==> config.mk <==
export PLATFORM = sky130hd
export DESIGN_NAME = fetch_pc_unit
export DESIGN_NICKNAME = d
export VERILOG_FILES = /design/src/rtl/mini_pkg.sv /design/src/rtl/fetch_pc_unit.sv
export SDC_FILE = /design/constraint.sdc
export NUM_CORES = 1
export LEC_CHECK = 0
export CAP_MARGIN = 10
export CORE_MARGIN = 2
export CORE_UTILIZATION = 54
export CTS_BUF_LIST = sky130_fd_sc_hd__clkbuf_8
export CTS_CLUSTER_SIZE = 40
export DETAILED_ROUTE_END_ITERATION = 8
export GPL_ROUTABILITY_DRIVEN = 1
export PLACE_DENSITY_LB_ADDON = 0.25
export SLEW_MARGIN = 10
export SYNTH_ARGS = -nofsm -noshare
export SYNTH_HDL_FRONTEND = slang
export SYNTH_SLANG_ARGS = --single-unit
==> constraint.sdc <==
create_clock -name clk -period 4.5 [get_ports clk]
set_input_delay 0.9 -clock clk [delete_from_list [all_inputs] [get_ports clk]]
set_output_delay 0.9 -clock clk [all_outputs]
set_load 0.01 [all_outputs]
==> src/rtl/mini_pkg.sv <==
// mini_pkg: shared MiniMicro types and constants for the fetch stage and writeback decode.
package mini_pkg;
  typedef enum logic [1:0] {IDLE, FETCH, DRAIN, HOLD} fetch_state_t;
  localparam logic [31:0] PC_STEP = 32'd4;
  localparam logic [31:0] R15_OFFSET = 32'd8;
  localparam logic [3:0] REG_PC = 4'hF;
endpackage

==> src/rtl/fetch_pc_unit.sv <==
// fetch_pc_unit: PC register, single-outstanding instruction fetch and redirect absorption.
module fetch_pc_unit
  import mini_pkg::*;
#(
  parameter logic [31:0] RESET_VECTOR = 32'h0000_0000
) (
  input  logic        clk,
  input  logic        rst_n,
  output logic        imem_req,
  output logic [31:0] imem_addr,
  input  logic        imem_ack,
  input  logic [31:0] imem_rdata,
  output logic [31:0] instr,
  output logic        instr_valid,
  input  logic        instr_ready,
  input  logic        br_en,
  input  logic [31:0] br_target,
  input  logic        pc_wr_en,
  input  logic [31:0] pc_wr_data,
  output logic [31:0] r15
);
  fetch_state_t state_q, state_d;
  logic [31:0] pc_q, pc_d, tgt_q, tgt_d, instr_q, instr_d, r15_q, r15_d;
  logic        redir;
  logic [31:0] tgt;
  assign redir = pc_wr_en | br_en;
  // R15 writeback comes from an older instruction than the branch, so it wins
  assign tgt = (pc_wr_en ? pc_wr_data : br_target) & 32'hFFFF_FFFC;
  always_comb begin
    state_d = state_q;
    pc_d    = pc_q;
    tgt_d   = tgt_q;
    instr_d = instr_q;
    r15_d   = r15_q;
    case (state_q)
      IDLE: begin
        state_d = FETCH;
        pc_d    = redir ? tgt : pc_q;
      end
      FETCH: begin
        if (imem_ack && !redir) begin
          state_d = HOLD;
          instr_d = imem_rdata;
          r15_d   = pc_q + R15_OFFSET;
          pc_d    = pc_q + PC_STEP;
        end else if (imem_ack) begin
          pc_d = tgt;
        end else if (redir) begin
          state_d = DRAIN;
          tgt_d   = tgt;
        end
      end
      DRAIN: begin
        tgt_d = redir ? tgt : tgt_q;
        if (imem_ack) begin
          state_d = FETCH;
          pc_d    = redir ? tgt : tgt_q;
        end
      end
      HOLD: begin
        state_d = (redir || instr_ready) ? FETCH : HOLD;
        pc_d    = redir ? tgt : pc_q;
      end
      default: state_d = IDLE;
    endcase
  end
  always_ff @(posedge clk) begin
    if (!rst_n) begin
      state_q <= IDLE;
      pc_q    <= RESET_VECTOR;
      tgt_q   <= RESET_VECTOR;
      instr_q <= '0;
      r15_q   <= RESET_VECTOR + R15_OFFSET;
    end else begin
      state_q <= state_d;
      pc_q    <= pc_d;
      tgt_q   <= tgt_d;
      instr_q <= instr_d;
      r15_q   <= r15_d;
    end
  end
  assign imem_req    = (state_q == FETCH) || (state_q == DRAIN);
  assign imem_addr   = pc_q;
  assign instr       = instr_q;
  assign instr_valid = (state_q == HOLD);
  assign r15         = r15_q;
endmodule

### Yosys cells after proc, flatten, opt, wreduce, memory -nomap -nowiden

Index checks and enable logic that the tools add are counted.

* output and inout bits: 98
* register bits: 130

* $add $sub $neg: 2
* multiplexer cells: 16
* eq/ne operators: 10
* reduce and logical (&&, ||, !) cells: 11
* bitwise operators: 1

Operators with widths (count)
* $mux W32: 8
* $pmux W32 S3: 1
* $pmux W32 S2: 1
* $add A32 B3 Y32 const B: 1
* $add A32 B4 Y32 const B: 1
* $mux W2: 5
* $ne A3 B3 Y1 const B: 3
* $reduce_and A3 Y1: 3
* $pmux W2 S4: 1
* $ne A2 B2 Y1 const B: 3
* $eq A2 B2 Y1 const B: 2
* $eq A2 B1 Y1 const B: 1
* $logic_not A2 Y1: 1
* $logic_or A1 B1 Y1: 2
* $ne A2 B1 Y1 const B: 1
* $reduce_and A2 Y1: 1
* $reduce_bool A2 Y1: 1
* $reduce_or A2 Y1: 1
* $logic_and A1 B1 Y1: 1
* $logic_not A1 Y1: 1
* $or A1 B1 Y1: 1

### Depth between registers and ports, before layout

Gate-level depths: netlist of run 1.

* word-level depth: 5
* mapped depth: 10
* mapped depth without buffers: 7

### Least setup slack after synthesis of run 1

OpenSTA, ideal clock, no wires.

* kind: in2reg
* start: input port pc_wr_en
* end: register pc_q[7] (netlist: imem_addr[7])
* path buffers: 3
* required time: 4.372 ns
* setup slack: 2.051 ns
* setup time: 0.128 ns
* data arrival time: 2.321 ns
* stages on the path: 8
* path through: buf_2 buf_2 buf_4 mux2i_1 inv_1 a221o_1 a22oi_1 nor2_1

* cells in the longest elaborated chain, start to end: 5

Ends and longest elaborated chain
* start: declaration: line fetch_pc_unit.sv:18 `input logic pc_wr_en,`
* $or A1 B1 Y1: line fetch_pc_unit.sv:26 `assign redir = pc_wr_en | br_en;`
* $logic_not A1 Y1: line fetch_pc_unit.sv:41 `if (imem_ack && !redir) begin`
* $logic_and A1 B1 Y1: line fetch_pc_unit.sv:41
* $ne A3 B3 Y1 (no line) or $mux W32 (tied branches)
* $reduce_and A3 Y1 (no line) or $pmux W32 S3 (tied branches)
* end signal: assignment: line fetch_pc_unit.sv:76 `pc_q <= pc_d;`
* end: declaration: line fetch_pc_unit.sv:23 `logic [31:0] pc_q, pc_d, tgt_q, tgt_d, instr_q, instr_d, r15_q, r15_d;`

Several ways; a longest one is shown, not always the timed one. The select of a mux whose other input is x is not followed.
A chain may end at the register's enable or synchronous reset.

### Worst setup path in the final report of run 1

* start: input port br_en
* end: register pc_q[18] (netlist: imem_addr[18])

* cells in the longest elaborated chain, start to end: 5

Ends and longest elaborated chain
* start: declaration: line fetch_pc_unit.sv:16 `input logic br_en,`
* $or A1 B1 Y1 *: line fetch_pc_unit.sv:26
* $logic_not A1 Y1: line fetch_pc_unit.sv:41
* $logic_and A1 B1 Y1: line fetch_pc_unit.sv:41
* $ne A3 B3 Y1 (no line) or $mux W32 (tied branches)
* $reduce_and A3 Y1 (no line) or $pmux W32 S3 (tied branches)

Mark *: on every way between the ends. The rest lies on a longest branch, timed or not. The select of a mux whose other input is x is not followed.

==> qor.yml, run 1 <==
yosys:
  yosysUniqueCellTypes: 77
  syn_nets: 964
  yosys.area_share.simple_pct: 23.4
  synth_compound_area_share_pct: 22.0
  synthMuxAreaShare_pct: 5.34
  synth-seq-cells: 130
  netlist_instances: 857
  ys_seq_area_share_pct: 37.0
  synth_edf_count: 0
  yosys-top-cells-count: "130 x dfxtp_1, 108 x nand2_1, 88 x a21oi_1"
  synth.most_common_cell: "dfxtp_1"
  async_flop_share_pct: 0
  ys.warnings.count: 0
  yosys.area.top_type: "dfxtp_1"
  synth_area_mm2: 0.00703
  syn_avg_cell_area_um2: 8.21
  yosys.area_share.adder_pct: 0.890
  synth_top_cells_by_area: "dfxtp_1 37%, a21oi_1 6.3%, nand2_1 5.8%, a211oi_1 4.7%, nor2_1 3.8%"
  yosys.area.top_type_share_pct: 37.0
  synthFlopType: "dfxtp_1"
  synth_top_family_by_area: "simple AND/OR/NAND/NOR gates"
  synthXorXnorAreaFrac_pct: 3.61
clocking:
  cts_resized: 0
  post_cts_buffers: 0
  cts_hold_buf: 0
  cts-root-buf: "clkbuf_8"
  cts_max_path_buffers: 2
  cts_tree: "done"
  path_clk_slew_ns: 0.07
  h-tree-depth: 4
  insertion_delay_ns: 0.45
  cts_made_buffers: 17
  cts_sinks: 130
power:
  power_density_mw_per_mm2: 423
  p_comb_share_pct: 33.6
  p_seq_share_pct: 41.1
  p_clk_share_pct: 25.3
  ir_worst_vdd_uv: 337
  cellLeakagePower_nw: 3.20
  swShare_pct: 36.2
  p_int_mw: 2.49
  power.switching_mw: 1.41
sta:
  timing.fmax_mhz: 311
  post-route-min-period_ns: 3.21
  tns_ns: 0
  slew_headroom_pct: 45.0
  setup_viol_count_final: 0
  hold_viol_final: 0
  timing.final.crit_share_pct: 71.4
  worst_slew_pin_slew_ns: 0.823
  rsz0062_at_grt: "false"
  maxSlewViolCount: 0
  fin_skew_ns: 0.0112
routing:
  remaining_drc_errors: 0
  antenna_left: 0
  vias: 7117
  wl_per_cell_um: 17.5
  drtIter0Drc: 720
  viasPerCell: 5.98
  wl_um: 20900
  first_pass_iters: 6
global_route:
  track_usage_pct: 29.4
  grt_overflow: 0
  grt_pass1_vias: 6634
  grt_max_degree: 44
  antenna_found_initial: 0
  grt_first_pass_wirelength_um: 33500
placed_design:
  gp_congestion: 0.889
  port_buffers: 195
  placed_area_mm2: 0.00885
  dpl.hpwl_um: 14500
finish:
  multi_input_area_mm2: 0.00390
  final_core_util_pct: 72.9
  regArea_mm2: 0.00260
  finish.net_count: 1115
  final_cell_area_mm2: 0.00924
  syn_to_final_growth_pct: 31.4
  diodes: 0
  n_fill_cell: 997
  drive_above_1_share_pct: 8.34
floorplan:
  row_count: 41
  die-area_mm2: 0.0140
  die_y_um: 118
  initial_core_util_pct: 55.5
  dieWidth_um: 118
  ios: 200
  core_region_area_mm2: 0.0127
run:
  maxCapViolCount: 0
setup_path:
  crit_type: "in2reg"
  endpoint_kind: "flip-flop"
  startpoint_type: "input pin"
  r2r_setup_slack_ns: 1.88
  cp_max_fo: 40
  cp.arrival_ns: 3.55
  required_ns: 4.84
outcome:
  status: "finished clean"
worst_hold_path:
  hp-class: "reg2reg"
## power by group through the flow
stage,sequential (mW),combinational (mW),clock [mW]
finish,1.61,1.31,0.987
global route,1.63,1.42,1.04
CTS,1.59,1.29,0.995
detailed placement,1.62,1.28,0
global placement,1.61,1.26,0
floorplan,1.51,0.901,0
## critical path, cell delays in order
cell and delay (ns):
clkdlybuf4s50_1 0.57, buf_4 0.27, and4bb_4 0.66, buf_4 0.45, nor2_1 0.11, a221oi_1 0.28
a21boi_0 0.20, nor2_1 0.07
## registers in the layout, indices dropped and copies added (netlist names)
name and cells:
imem_addr 32, instr 32, r15 32, tgt_q 32, state_q 2
## cell families after synthesis
| family | count (synthesis) |
|---|---|
| flops | 130 |
| buf+inv | 91 |
| simple gates | 324 |
| compound gates | 242 |
| mux | 36 |
| xor+xnor | 29 |
| fa+ha+maj | 5 |
## per-stage QoR
step | cells | hold WS, ns | setup WS [ns] | total power [mW]
after floorplan | 857 | 0.436 | 2.05 | 2.41
after global placement | 1161 | 0.440 | 0.926 | 2.87
after detailed placement | 1161 | 0.446 | 0.891 | 2.90
after CTS | 1191 | 0.456 | 1.35 | 3.88
after global routing | 1191 | 0.473 | 1.12 | 4.10
final | 1191 | 0.453 | 1.29 | 3.90
## placed cells by master, fill, tap and decap left out, drive strengths merged, types with 4 or more instances in the layout
master / count
and3: 12
clkdlybuf4s50: 194
or3: 8
xor2: 10
a31oi: 9
o211ai: 4
o21ai: 45
nor4: 10
nand4: 23
a21oi: 89
inv: 13
xnor2: 19
a221o: 8
a211oi: 45
clkbuf: 22
nor2: 73
nand3: 27
mux2i: 24
ha: 5
o22ai: 5
nor3: 34
nand2: 108
dfxtp: 130
clkinv: 4
a221oi: 8
buf: 18
and4: 8
mux2: 12
## final timing paths
kind | cells past startpoint | from | endpoint
min | 2 | instr[19]$_SDFFE_PN0P_ | instr[19]$_SDFFE_PN0P_
max | 8 | br_en | imem_addr[18]$_SDFFE_PN0P_
max reg2reg | 8 | state_q[0]$_SDFFE_PN0P_ | imem_addr[31]$_SDFFE_PN0P_
min reg2reg | 2 | instr[19]$_SDFFE_PN0P_ | instr[19]$_SDFFE_PN0P_
## final cells by class
type / instances / share of cell area (%)
Clock buffer: 22 / 3.28
Clock inverter: 8 / 0.934
Inverter: 11 / 0.447
Multi-Input combinational cell: 636 / 42.3
Sequential cell: 130 / 28.2
Tap cell: 172 / 2.33
Timing Repair Buffer: 212 / 22.6
## routing by layer
layer  global-route usage (%)  vias up  share of wire (%)
met5                        0        -                  0
met4                     9.41        0                1.7
met3                     7.27       40                8.7
met2                     47.3      386                 47
met1                     38.7     3279                 43
li1                         -     3412                  -
Note: power is estimated with default switching activity, not from simulation.
==> run 2, diff against run 1 <==
CORE_UTILIZATION = 50   (was 54)
clock period = 3.2 ns   (was 4.5 ns; I/O delays follow)
==> run 2 against run 1 <==
Worst setup slack lost 0.95 ns. Die area rose by 7.7%. Clock power increased by 50%. Design area is 2.0% higher. Utilization shrank 4.8 points. Sequential power rose by 39%. Power grew 45%. Register-to-register slack got worse by 1.2 ns. Clock-buffer cell count decreased by 2. Global-route usage fell by 1.5 points. Cell count grew 2.2%. Critical path type is now reg2out. Critical endpoint is now imem_req. Largest power group unchanged. Highest routed layer unchanged.
==> qor.yml, run 2 (synthesis results as in run 1) <==
global_route:
  grt_overflow: 0  # unchanged
  grt_first_pass_wirelength_um: 33000  # -1.7%
  grt_pass1_vias: 6395  # -3.6%
  globalRouteMet1Util_pct: 39.0  # +0.27 points
  antenna_found_initial: 0  # unchanged
  grtUsageMet3_pct: 6.74  # -0.53 points
  track_usage_pct: 27.9  # -1.5 points
  grt_max_degree: 54  # +23%
  gr-usage-met2_pct: 42.4  # -4.8 points
  top_usage_layer: "met2"
floorplan:
  row_count: 43  # +4.9%
  die_y_um: 123  # +3.8%
  die-area_mm2: 0.0150  # +7.7%
  dieWidth_um: 123  # +3.8%
  ios: 200  # unchanged
  initial_core_util_pct: 50.9  # -4.6 points
  core_region_area_mm2: 0.0138  # +9.1%
routing:
  antenna_left: 0  # unchanged
  vias: 7190  # +1.0%
  first_pass_iters: 5  # -1
  wl_per_cell_um: 17.3  # -1.5%
  wl_um: 21000  # +0.67%
  remaining_drc_errors: 0  # unchanged
  viasPerCell: 5.91  # -1.1%
  drtIter0Drc: 729  # +1.3%
setup_path:
  worstPathCellList: "inv_1, ha_1, clkinv_1, clkdlybuf4s50_1"
  worst-path-buf-inv: 3  # unchanged
  cp.arrival_ns: 2.22  # -1.33 ns
  slowest_stage: "clkdlybuf4s50_1"
  crit_path_max_incr_delay_ns: 0.58  # -0.08 ns
  crit_family: "buffers and inverters"
  required_ns: 2.56  # -2.28 ns
  startpoint_type: "flip-flop"
  endpoint_kind: "output pin"
  cp_max_fo: 9  # -78%
  crit_type: "reg2out"
finish:
  final_core_util_pct: 68.1  # -4.8 points
  drive_above_1_share_pct: 9.93  # +1.6 points
  fin_cells: 1217  # +2.2%
  n_fill_cell: 1181  # +18%
  syn_to_final_growth_pct: 33.9
  finish.net_count: 1131  # +1.4%
  final_cell_mix: "194 x clkdlybuf4s50_1, 130 x dfxtp_1, 108 x nand2_1"
  multi_input_area_mm2: 0.00390  # unchanged
  diodes: 0  # unchanged
  final_cell_area_mm2: 0.00942  # +2.0%
  final_common_cell: "clkdlybuf4s50_1"
  regArea_mm2: 0.00260  # unchanged
placed_design:
  dpl.hpwl_um: 14800  # +2.1%
  dp_slack_ns: 0.342  # -0.549 ns
  placedCellCount: 1185  # +2.1%
  placed_area_mm2: 0.00900  # +1.8%
  port_buffers: 195  # unchanged
  gp_congestion: 0.925  # +4.0%
worst_hold_path:
  hp-class: "reg2reg"
power:
  ir_worst_vdd_uv: 306  # -9.1%
  cellLeakagePower_nw: 3.29  # +2.9%
  total_power_mw: 5.67  # +45%
  power_density_mw_per_mm2: 602  # +43%
sta:
  post-route-min-period_ns: 2.86
  hold_viol_final: 0  # unchanged
  fin_skew_ns: 0.00944  # -0.00179 ns
  worst_slew_pin_slew_ns: 0.658  # -0.165 ns
  slew_headroom_pct: 55.8  # +11 points
  timing.fmax_mhz: 350
  timing.final.crit_share_pct: 89.4
  maxSlewViolCount: 0  # unchanged
  fin_hold_ws_ns: 0.453  # -0.000385 ns
  tns_ns: 0  # unchanged
  setup_viol_count_final: 0  # unchanged
  setup_ws_ns: 0.340  # -0.948 ns
  rsz0062_at_grt: "false"
clocking:
  insertion_delay_ns: 0.47  # +0.02 ns
  cts-root-buf: "clkbuf_8"
  cts_max_path_buffers: 2  # unchanged
  cts_tree: "done"
  post_cts_buffers: 0  # unchanged
  cts_made_buffers: 17  # unchanged
  cts_hold_buf: 0  # unchanged
  path_clk_slew_ns: 0.08  # about the same
  cts_sinks: 130  # unchanged
  cts_resized: 0  # unchanged
  h-tree-depth: 4  # unchanged
outcome:
  status: "finished clean"
run:
  maxCapViolCount: 0  # unchanged
run 2: where the power goes:
group	switching, mW	leakage, nW	total, mW	internal [mW]
combinational	1.02	2.01	1.96	0.938
sequential	0.379	1.06	2.24	1.86
clock	0.658	0.218	1.48	0.820
total	2.05	3.29	5.67	3.62
run 2: worst paths after layout:
| path | start | endpoint | slack, ns | depth (start not counted) |
|---|---|---|---|---|
| setup / recovery | state_q[0]$_SDFFE_PN0P_ | imem_req | 0.34 | 4 |
| hold / removal | instr[15]$_SDFFE_PN0P_ | instr[15]$_SDFFE_PN0P_ | 0.45 | 2 |
| setup reg to reg | state_q[0]$_SDFFE_PN0P_ | imem_addr[1]$_SDFFE_PN0P_ | 0.67 | 8 |
| hold reg to reg | instr[15]$_SDFFE_PN0P_ | instr[15]$_SDFFE_PN0P_ | 0.45 | 2 |
run 2: final cells by class:
class                   count  share of cell area, %
multi-input cells         636                   41.4
flip-flops and latches    130                   27.6
repair buffers            228                   23.7
clock buffers              20                   2.92
well taps                 180                   2.39
clock inverters            12                   1.49
inverters                  11                  0.438
run 2: worst register-to-register path: cells and delay by family (launching register included):
| kind | cells | cell delay [ns] |
|---|---|---|
| adders and majority gates | 1 | 0.39 |
| and+or+nand+nor | 1 | 0.24 |
| DFF | 1 | 0.37 |
| AOI/OAI and AO/OA | 3 | 0.82 |
| buffers and inverters | 3 | 0.65 |
run 2: per-layer routing:
metal  up-vias  share of wire [%]
met3        31                9.7
met2       418                 45
met1      3291                 44
met5         -                  0
li1       3450                  -
met4         0                1.5
